==> src/rtl/kpn_pkg.sv <==
// Shared FSM encodings, actor indices and the round-robin step helper
// for the KPN firing scheduler.
package kpn_pkg;

    typedef logic [2:0] kpn_state_t;

    localparam kpn_state_t ST_IDLE   = 3'd0;
    localparam kpn_state_t ST_SELECT = 3'd1;
    localparam kpn_state_t ST_SRC_WR = 3'd2;
    localparam kpn_state_t ST_ADD_RD = 3'd3;
    localparam kpn_state_t ST_ADD_WR = 3'd4;
    localparam kpn_state_t ST_SUB_RD = 3'd5;
    localparam kpn_state_t ST_SUB_WR = 3'd6;
    localparam kpn_state_t ST_DISP   = 3'd7;

    localparam logic [1:0] ACT_SRC = 2'd0;
    localparam logic [1:0] ACT_ADD = 2'd1;
    localparam logic [1:0] ACT_SUB = 2'd2;

    // Next actor in the fixed SRC -> ADD -> SUB -> SRC ring.
    function automatic logic [1:0] rr_next(input logic [1:0] a);
        return (a == ACT_SUB) ? ACT_SRC : a + 2'd1;
    endfunction

endpackage

==> src/rtl/kpn_rr_pick.sv <==
// Combinational 3-way round-robin picker: first eligible actor at or after ptr.
module kpn_rr_pick
    import kpn_pkg::*;
(
    input  logic [2:0] eligible,
    input  logic [1:0] ptr,
    output logic [1:0] grant,
    output logic       valid
);

    logic [1:0] cand;

    always_comb begin
        grant = ptr;
        valid = 1'b0;
        cand  = ptr;
        for (int i = 0; i < 3; i++) begin
            if (!valid && eligible[cand]) begin
                grant = cand;
                valid = 1'b1;
            end
            cand = rr_next(cand);
        end
    end

endmodule

==> src/rtl/kpn_scheduler.sv <==
// KPN actor firing controller. Define KPN_SCHED_STEP_EN to add a 'step'
// input that replaces 'tick' as the firing trigger for single-step debug.
module kpn_scheduler
    import kpn_pkg::*;
#(
    parameter int               CNT_W       = 16,
    parameter logic [CNT_W-1:0] TOKEN_LIMIT = '0
) (
    input  logic             clk,
    input  logic             reset,
    input  logic             start,
    input  logic             tick,
`ifdef KPN_SCHED_STEP_EN
    input  logic             step,
`endif
    input  logic             fifo_1_full,
    input  logic             fifo_1_empty,
    input  logic             fifo_2_full,
    input  logic             fifo_2_empty,
    input  logic             fifo_3_full,
    input  logic             fifo_3_empty,
    output logic             queue_1_wr,
    output logic             queue_2_wr,
    output logic             adder_1_rd,
    output logic             adder_1_wr,
    output logic             subtractor_1_rd,
    output logic             subtractor_1_wr,
    output logic             display_load,
    output logic             busy,
    output logic             done,
    output logic [CNT_W-1:0] tokens_out,
    output logic [2:0]       state_dbg
);

    // Every strobe is a registered single-cycle pulse; downstream FIFOs and
    // actors act on each high cycle exactly once, with no back-pressure.

    kpn_state_t state, next_state;
    logic [1:0] ptr;
    logic [1:0] grant;
    logic       pick_valid;
    logic [2:0] eligible;
    logic       limit_ok;
    logic       drained;
    logic       trig;

`ifdef KPN_SCHED_STEP_EN
    assign trig = step;
`else
    assign trig = tick;
`endif

    assign limit_ok = (TOKEN_LIMIT == '0) || (tokens_out < TOKEN_LIMIT);
    assign drained  = fifo_1_empty && fifo_2_empty && fifo_3_empty;

    assign eligible[ACT_SRC] = !fifo_1_full && !fifo_2_full && limit_ok;
    assign eligible[ACT_ADD] = !fifo_1_empty && !fifo_2_empty && !fifo_3_full;
    assign eligible[ACT_SUB] = !fifo_3_empty;

    kpn_rr_pick u_pick (
        .eligible (eligible),
        .ptr      (ptr),
        .grant    (grant),
        .valid    (pick_valid)
    );

    always_comb begin
        next_state = ST_IDLE;
        case (state)
            ST_IDLE:   next_state = (trig && start && !done) ? ST_SELECT : ST_IDLE;
            ST_SELECT: begin
                if (pick_valid) begin
                    case (grant)
                        ACT_SRC: next_state = ST_SRC_WR;
                        ACT_ADD: next_state = ST_ADD_RD;
                        default: next_state = ST_SUB_RD;
                    endcase
                end
            end
            ST_ADD_RD: next_state = ST_ADD_WR;
            ST_SUB_RD: next_state = ST_SUB_WR;
            ST_SUB_WR: next_state = ST_DISP;
            default:   next_state = ST_IDLE;
        endcase
    end

    // Strobes are decoded from next_state so they coincide with the state they name.
    always_ff @(posedge clk) begin
        if (reset) begin
            state           <= ST_IDLE;
            ptr             <= ACT_SRC;
            tokens_out      <= '0;
            done            <= 1'b0;
            queue_1_wr      <= 1'b0;
            queue_2_wr      <= 1'b0;
            adder_1_rd      <= 1'b0;
            adder_1_wr      <= 1'b0;
            subtractor_1_rd <= 1'b0;
            subtractor_1_wr <= 1'b0;
            display_load    <= 1'b0;
        end else begin
            state           <= next_state;
            queue_1_wr      <= (next_state == ST_SRC_WR);
            queue_2_wr      <= (next_state == ST_SRC_WR);
            adder_1_rd      <= (next_state == ST_ADD_RD);
            adder_1_wr      <= (next_state == ST_ADD_WR);
            subtractor_1_rd <= (next_state == ST_SUB_RD);
            subtractor_1_wr <= (next_state == ST_SUB_WR);
            display_load    <= (next_state == ST_DISP);
            if (state == ST_SELECT && pick_valid)
                ptr <= rr_next(grant);
            if (state == ST_SRC_WR && tokens_out != '1)
                tokens_out <= tokens_out + CNT_W'(1);
            if (state == ST_SELECT && TOKEN_LIMIT != '0 && tokens_out == TOKEN_LIMIT && drained)
                done <= 1'b1;
        end
    end

    assign busy      = (state != ST_IDLE);
    assign state_dbg = state;

endmodule

==> config.mk <==
export PLATFORM = sky130hd
export DESIGN_NAME = kpn_scheduler
export DESIGN_NICKNAME = d
export VERILOG_FILES = /design/src/rtl/kpn_pkg.sv /design/src/rtl/kpn_rr_pick.sv /design/src/rtl/kpn_scheduler.sv
export SDC_FILE = /design/constraint.sdc
export NUM_CORES = 1
export LEC_CHECK = 0
export CORE_ASPECT_RATIO = 2
export CORE_MARGIN = 2
export CORE_UTILIZATION = 35
export CTS_CLUSTER_DIAMETER = 40
export DETAILED_ROUTE_END_ITERATION = 12
export HOLD_SLACK_MARGIN = 0.03
export PLACE_DENSITY_LB_ADDON = 0.08
export SLEW_MARGIN = 20
export SYNTH_ARGS = -nofsm -noshare
export SYNTH_HDL_FRONTEND = slang
export SYNTH_HIERARCHICAL = 1
export SYNTH_SLANG_ARGS = --single-unit
==> constraint.sdc <==
create_clock -name clk -period 2.4 [get_ports clk]
set_input_delay 0.72 -clock clk [delete_from_list [all_inputs] [get_ports clk]]
set_output_delay 0.72 -clock clk [all_outputs]
set_load 0.01 [all_outputs]
==> metrics, run 1 <==
TritonCTS Buffers=3; Horiz. Die Dim=48.6 um; Syn Nets=175; Inserted Diodes=0; post-route ant nets=0; Post-synth ARST share=0%; PostCTS Resize Cnt=0; die area=4520 um^2; Synth cell types=42; Static Leakage=0.000682 uW; WP buf/inv=1; Global Route Usage Sum=15.4%; ys flop type=dfxtp_1; Area Overhead vs Synth=36.8%; Worst Setup End Kind=output pin; DRC=0; GRT overflow=0; postcts setup bufs=0; Worst VDD drop=0.260 mV; unrepaired setup endpoints after global routing=false; Synth Instances=164; Clk Latency, worst-skew pair=0.27 ns; CP Cell Sequence=or3_1, clkdlybuf4s50_1; worst min-delay path startpoint=tokens_out[15]$_SDFFE_PP0P_; Critical Path Start Type=register; post-DR wirelength/cell=12.9 um; I/O Pins=38; Layout Nets=219; number of flops mapped to enable cells by yosys=0; Worst R2R Setup Slack=0.43 ns; Worst-Margin Slew=0.495 ns; clk slew on worst S/H paths=0.09 ns; total wire length=3340 um; DP HPWL=2630 um; first-pass GRT wire length=5550 um; total power=790 uW; Routability Congestion=0.786; Hold Path Class=reg2reg; H-tree lvl count=1; Worst Setup SP=state_dbg[2]$_SDFF_PP0_; fin crit share=96.1%; ranking of synthesized cells by area=dfxtp_1 (39%), a21oi_1 (5.4%), nor2_1 (3.5%), nand3_1 (3.2%), o21ai_0 (2.9%); Fin Clk Skew=0.00481 ns; Core Rows=32; met3 usage in global routing=1.76%; Synth top area share=38.9%; Seq cells post-synth=27; Total Neg Setup Slack=0 ns; RR Startpoint=tokens_out[12]$_SDFFE_PP0P_; 1st-pass router iterations=4; met2 Track Usage GR=30.6%; worst path arrival time=1.59 ns; clock tree buffer depth=2; Mapped Area=1390 um^2; crit path max fanout=11; CTS root buf=clkbuf_8; vias per cell=5.22; CP delay by family, top=buffers and inverters; Hold Violations, Final=0; slowest stage delay, CP=0.48 ns; worst rel slew slack=66.9%; busiest layer in global routing=met2; initial core utilization=36.2%; Mean Syn Cell Area=8.48 um^2; Util after Layout=49.5%; PwrDens=416 nW/um^2; Layout fillers=405; kind of critical path=reg2out; M1 GR Usage=15.4%; post-layout min period=2.31 ns; share of cells above drive strength 1=12.6%; CORE AREA=3840 um^2; clk sinks=27; CP max stage cell=clkdlybuf4s50_1; WP data required=1.68 ns; max-cap viol count=0; Die Y=93.1 um; Final Setup Violations=0; PortBufs=36; routed via count=1348; CTS tree=done; status=finished, final reports clean; share of the yosys chip area belonging to registers=38.9%; vias in the first global route=1266; max frequency=434 MHz; initial drt markers=9; Final Max Slew Viols=0; largest net degree at the start of global routing=18; initial antenna violation count=0; CTS hold repair buffers=0; Synth area leader=dfxtp_1; YS warnings=6
[Yosys cell counts (all sizes together) (4+ instances only)]
master and n:
nor2b 4, nor2 13, or3 5, and3 4, o21ai 8, inv 8, buf 7, nor4 5
nand2 10, dfxtp 27, o31ai 5, a21oi 15, nand3 10, nor3 6, or4 5
[layout make-up]
cell class                      count  area [um^2]  share of cell area [%]
Multi-Input combinational cell    120          771                    40.5
Clock inverter                      1         5.00                   0.263
Tap cell                           51         63.8                    3.36
Clock buffer                        3         41.3                    2.17
Timing Repair Buffer               48          450                    23.7
Inverter                            8         30.0                    1.58
Sequential cell                    27          541                    28.4
[cells in the final DEF, fill, tap and decap left out, types with 2 or more instances in the layout]
master / instances
nor2_1: 13
nor3_1: 6
mux2i_1: 3
clkbuf_8: 3
a21oi_1: 15
mux2_2: 2
xor2_1: 2
nor2b_1: 4
dfxtp_1: 27
o21ai_0: 8
o31ai_1: 5
or4_1: 4
nand4_1: 2
buf_4: 12
nor3b_1: 2
nand3_1: 9
and3_1: 4
or3_1: 5
nand2b_1: 2
nand2_1: 10
inv_1: 8
nor4_1: 5
clkdlybuf4s50_1: 36
nand3b_1: 2
[sequential cells by signal (all words and copies together) (netlist names)]
signal	flops
state_dbg	3
ptr	2
display_load	1
subtractor_1_wr	1
tokens_out	16
adder_1_rd	1
queue_2_wr	1
subtractor_1_rd	1
adder_1_wr	1
[kinds of logic (layout without fill, tap and decap cells)]
kind of cell | after synthesis | after routing | synth area share [%]
adders and majority gates | 1 | 1 | 0.900
AOI/OAI and AO/OA | 35 | 35 | 16.7
muxes | 5 | 5 | 3.78
and+or+nand+nor | 76 | 76 | 32.6
other | 1 | 1 | 0.270
DFF | 27 | 27 | 38.9
buffers and inverters | 17 | 60 | 5.67
xor gates and xnor gates | 2 | 2 | 1.26
[through the flow]
step	cells	hold WS (ns)	area [um^2]	setup slack, ns
2_1_floorplan	164	0.503	1390	0.388
3_3_place_gp	254	0.498	1860	-0.0452
3_5_place_dp	254	0.507	1860	-0.116
4_1_cts	258	0.523	1900	0.0757
5_1_grt	258	0.567	1900	0.0177
6_report	258	0.516	1900	0.0938
[final timing paths]
kind | to | cells past startpoint
worst max-delay path | busy | 2
worst min-delay path | tokens_out[15]$_SDFFE_PP0P_ | 2
worst max register to register | tokens_out[1]$_SDFFE_PP0P_ | 5
worst min register to register | tokens_out[15]$_SDFFE_PP0P_ | 2
[report_power, final]
group / total [uW] / switching, uW / internal [uW] / leakage, uW
clock network: 249 / 133 / 116 / 0.0000255
registers: 455 / 3.77 / 451 / 0.000218
logic: 86.7 / 39.8 / 46.9 / 0.000439
total: 790 / 177 / 614 / 0.000682
[routing by layer]
layer,routed length (um),vias to the layer above
met1,1260,627
met3,115,6
met5,0,-
met2,1910,34
li1,-,681
met4,57,0
[worst register-to-register path, stage by stage (launching register included)]
cell and delay (ns):
dfxtp_1 0.44, nand4_1 0.29, o41ai_4 0.61, buf_4 0.26, mux2i_1 0.21, nor2_1 0.05
(Power assumes the default switching activity.)
==> run 2, diff against run 1 <==
--- a/config.mk
+++ b/config.mk
@@ -6,7 +6,6 @@
 export NUM_CORES = 1
 export LEC_CHECK = 0
 export CORE_ASPECT_RATIO = 2
-export CORE_MARGIN = 2
 export CORE_UTILIZATION = 35
 export CTS_CLUSTER_DIAMETER = 40
 export DETAILED_ROUTE_END_ITERATION = 12
==> run 2 against run 1 <==
Net effect:
- fmax is 1.9% higher
- critical path type unchanged
- non-clock buffer count is 2 higher
- via count is 1.0% higher
- combinational power is 3.3% higher
==> metrics, run 2 (synthesis results as in run 1) <==
Clk Latency, worst-skew pair=0.27 ns (about the same); CTS root buf=clkbuf_8 (unchanged); Hold Path Class=reg2reg (unchanged); GRT overflow=0 (unchanged); I/O Pins=38 (unchanged); max frequency=442 MHz (was 434 MHz); Die Y=91.1 um (was 93.1 um); CTS hold repair buffers=0 (unchanged); largest register by flop count=tokens_out (unchanged); Final Max Slew Viols=0 (unchanged); Worst R2R Setup Slack=0.40 ns (was 0.43 ns); Final Setup Violations=0 (unchanged); RR Startpoint=tokens_out[12]$_SDFFE_PP0P_ (unchanged); Fin Clk Skew=0.00341 ns (was 0.00481 ns); cell depth of the worst flop-to-flop path=5 (unchanged); commonest non-fill, non-tap cells in the layout=clkdlybuf4s50_1 (36), dfxtp_1 (27), a21oi_1 (15) (unchanged); Routability Congestion=0.822 (was 0.786); initial core utilization=36.2% (unchanged); clock tree buffer depth=2 (unchanged); Worst VDD drop=0.287 mV (was 0.260 mV); hold slack=0.525 ns (was 0.516 ns); cell count after placement=256 (was 254); FF/Latch Area=541 um^2 (unchanged); kind of critical path=reg2out (unchanged); placed cell area=1870 um^2 (was 1860 um^2); Inserted Diodes=0 (unchanged); Worst-Margin Slew=0.510 ns (was 0.495 ns); total wire length=3420 um (was 3340 um); Worst Setup SP=state_dbg[1]$_SDFF_PP0_ (was state_dbg[2]$_SDFF_PP0_); unrepaired setup endpoints after global routing=false (unchanged); TritonCTS Buffers=3 (unchanged); setup slack at placement=-0.140 ns (was -0.116 ns); post-route setup slack=0.137 ns (was 0.0938 ns); Critical Path Start Type=register (unchanged); Reg2Reg Capture Point=tokens_out[1]$_SDFFE_PP0P_ (unchanged); CP endpoint=busy (unchanged); WP data required=1.68 ns (about the same); Static Leakage=0.000691 uW (was 0.000682 uW); Worst Setup End Kind=output pin (unchanged); DRC=0 (unchanged); die area=4240 um^2 (was 4520 um^2); status=finished, final reports clean (unchanged); CTS tree=done (unchanged); routed via count=1362 (was 1348); Layout fillers=401 (was 405); postcts setup bufs=0 (unchanged); vias per cell=5.24 (was 5.22); PortBufs=36 (unchanged); worst path arrival time=1.54 ns (was 1.59 ns); vias in the first global route=1342 (was 1266); post-route ant nets=0 (unchanged); max FFs per register=16 (unchanged); DP HPWL=2660 um (was 2630 um); Final Cell Area=1930 um^2 (was 1900 um^2); worst rel slew slack=65.9% (was 66.9%); crit path max fanout=12 (was 11); Layout Nets=221 (was 219); largest net degree at the start of global routing=17 (was 18); most common cell after layout, fill and taps aside=clkdlybuf4s50_1 (unchanged); post-DR wirelength/cell=13.1 um (was 12.9 um); first-pass GRT wire length=5730 um (was 5550 um); initial drt markers=14 (was 9); clk slew on worst S/H paths=0.10 ns (was 0.09 ns); Horiz. Die Dim=46.6 um (was 48.6 um); clk sinks=27 (unchanged); H-tree lvl count=1 (unchanged); initial antenna violation count=0 (unchanged); Final Instance Count excl. Fillers=260 (was 258); share of cells above drive strength 1=13.9% (was 12.6%); Hold Violations, Final=0 (unchanged); post-layout min period=2.26 ns (was 2.31 ns); PwrDens=420 nW/um^2 (was 416 nW/um^2); fin crit share=94.3% (was 96.1%); 1st-pass router iterations=4 (unchanged); Area Overhead vs Synth=38.5% (was 36.8%); Global Route Usage Sum=17.7% (was 15.4%); max-cap viol count=0 (unchanged); Core Rows=32 (unchanged); Multi-input gate area=777 um^2 (was 771 um^2); CORE AREA=3840 um^2 (unchanged)
run 2: layout make-up:
type / count / area share [%]
Multi-Input combinational cell: 120 / 40.4
Sequential cell: 27 / 28.1
Timing Repair Buffer: 50 / 24.2
Tap cell: 51 / 3.31
Clock buffer: 3 / 2.14
Inverter: 8 / 1.56
Clock inverter: 1 / 0.390
run 2: repair_timing:
item / CTS / global route
setup endpoints to repair: 0 / 1
resized for setup: 0 / 1
hold endpoints to repair: 0 / 0
run 2: worst min path at each step:
stage,startpoint,endpoint,slack [ns],cells past startpoint
2_1_floorplan,ptr[1]$_SDFFE_PP0P_,ptr[1]$_SDFFE_PP0P_,0.50,2
3_3_place_gp,tokens_out[15]$_SDFFE_PP0P_,tokens_out[15]$_SDFFE_PP0P_,0.50,2
3_5_place_dp,tokens_out[15]$_SDFFE_PP0P_,tokens_out[15]$_SDFFE_PP0P_,0.50,2
4_1_cts,tokens_out[15]$_SDFFE_PP0P_,tokens_out[15]$_SDFFE_PP0P_,0.52,2
5_1_grt,tokens_out[15]$_SDFFE_PP0P_,tokens_out[15]$_SDFFE_PP0P_,0.56,2
6_report,tokens_out[15]$_SDFFE_PP0P_,tokens_out[15]$_SDFFE_PP0P_,0.53,2
run 2: worst max-delay path, cell delays in order, from the launching register on:
cell	delay, ns
dfxtp_1	0.44
or3_1	0.35
clkdlybuf4s50_1	0.48
run 2: power breakdown:
group / leakage (uW) / internal, uW / switching, uW
Sequential: 0.000218 / 451 / 3.79
Clock: 0.0000217 / 118 / 147
Combinational: 0.000451 / 48.7 / 40.8
run 2: metal layers:
layer  share of wire (%)  GRT usage [%]
met5                   0              0
met4                 2.3           7.35
met3                 2.7           1.99
met2                  59           33.1
met1                  36           17.7
run 2: metrics by stage:
step | setup TNS, ns | power, uW | util (%)
after floorplan | 0 | 507 | -
after global placement | -0.162 | 552 | 48.7
after detailed placement | -0.283 | 554 | 48.7
after CTS | 0 | 821 | 49.9
after global routing | 0 | 850 | 50.1
final | 0 | 809 | 50.1
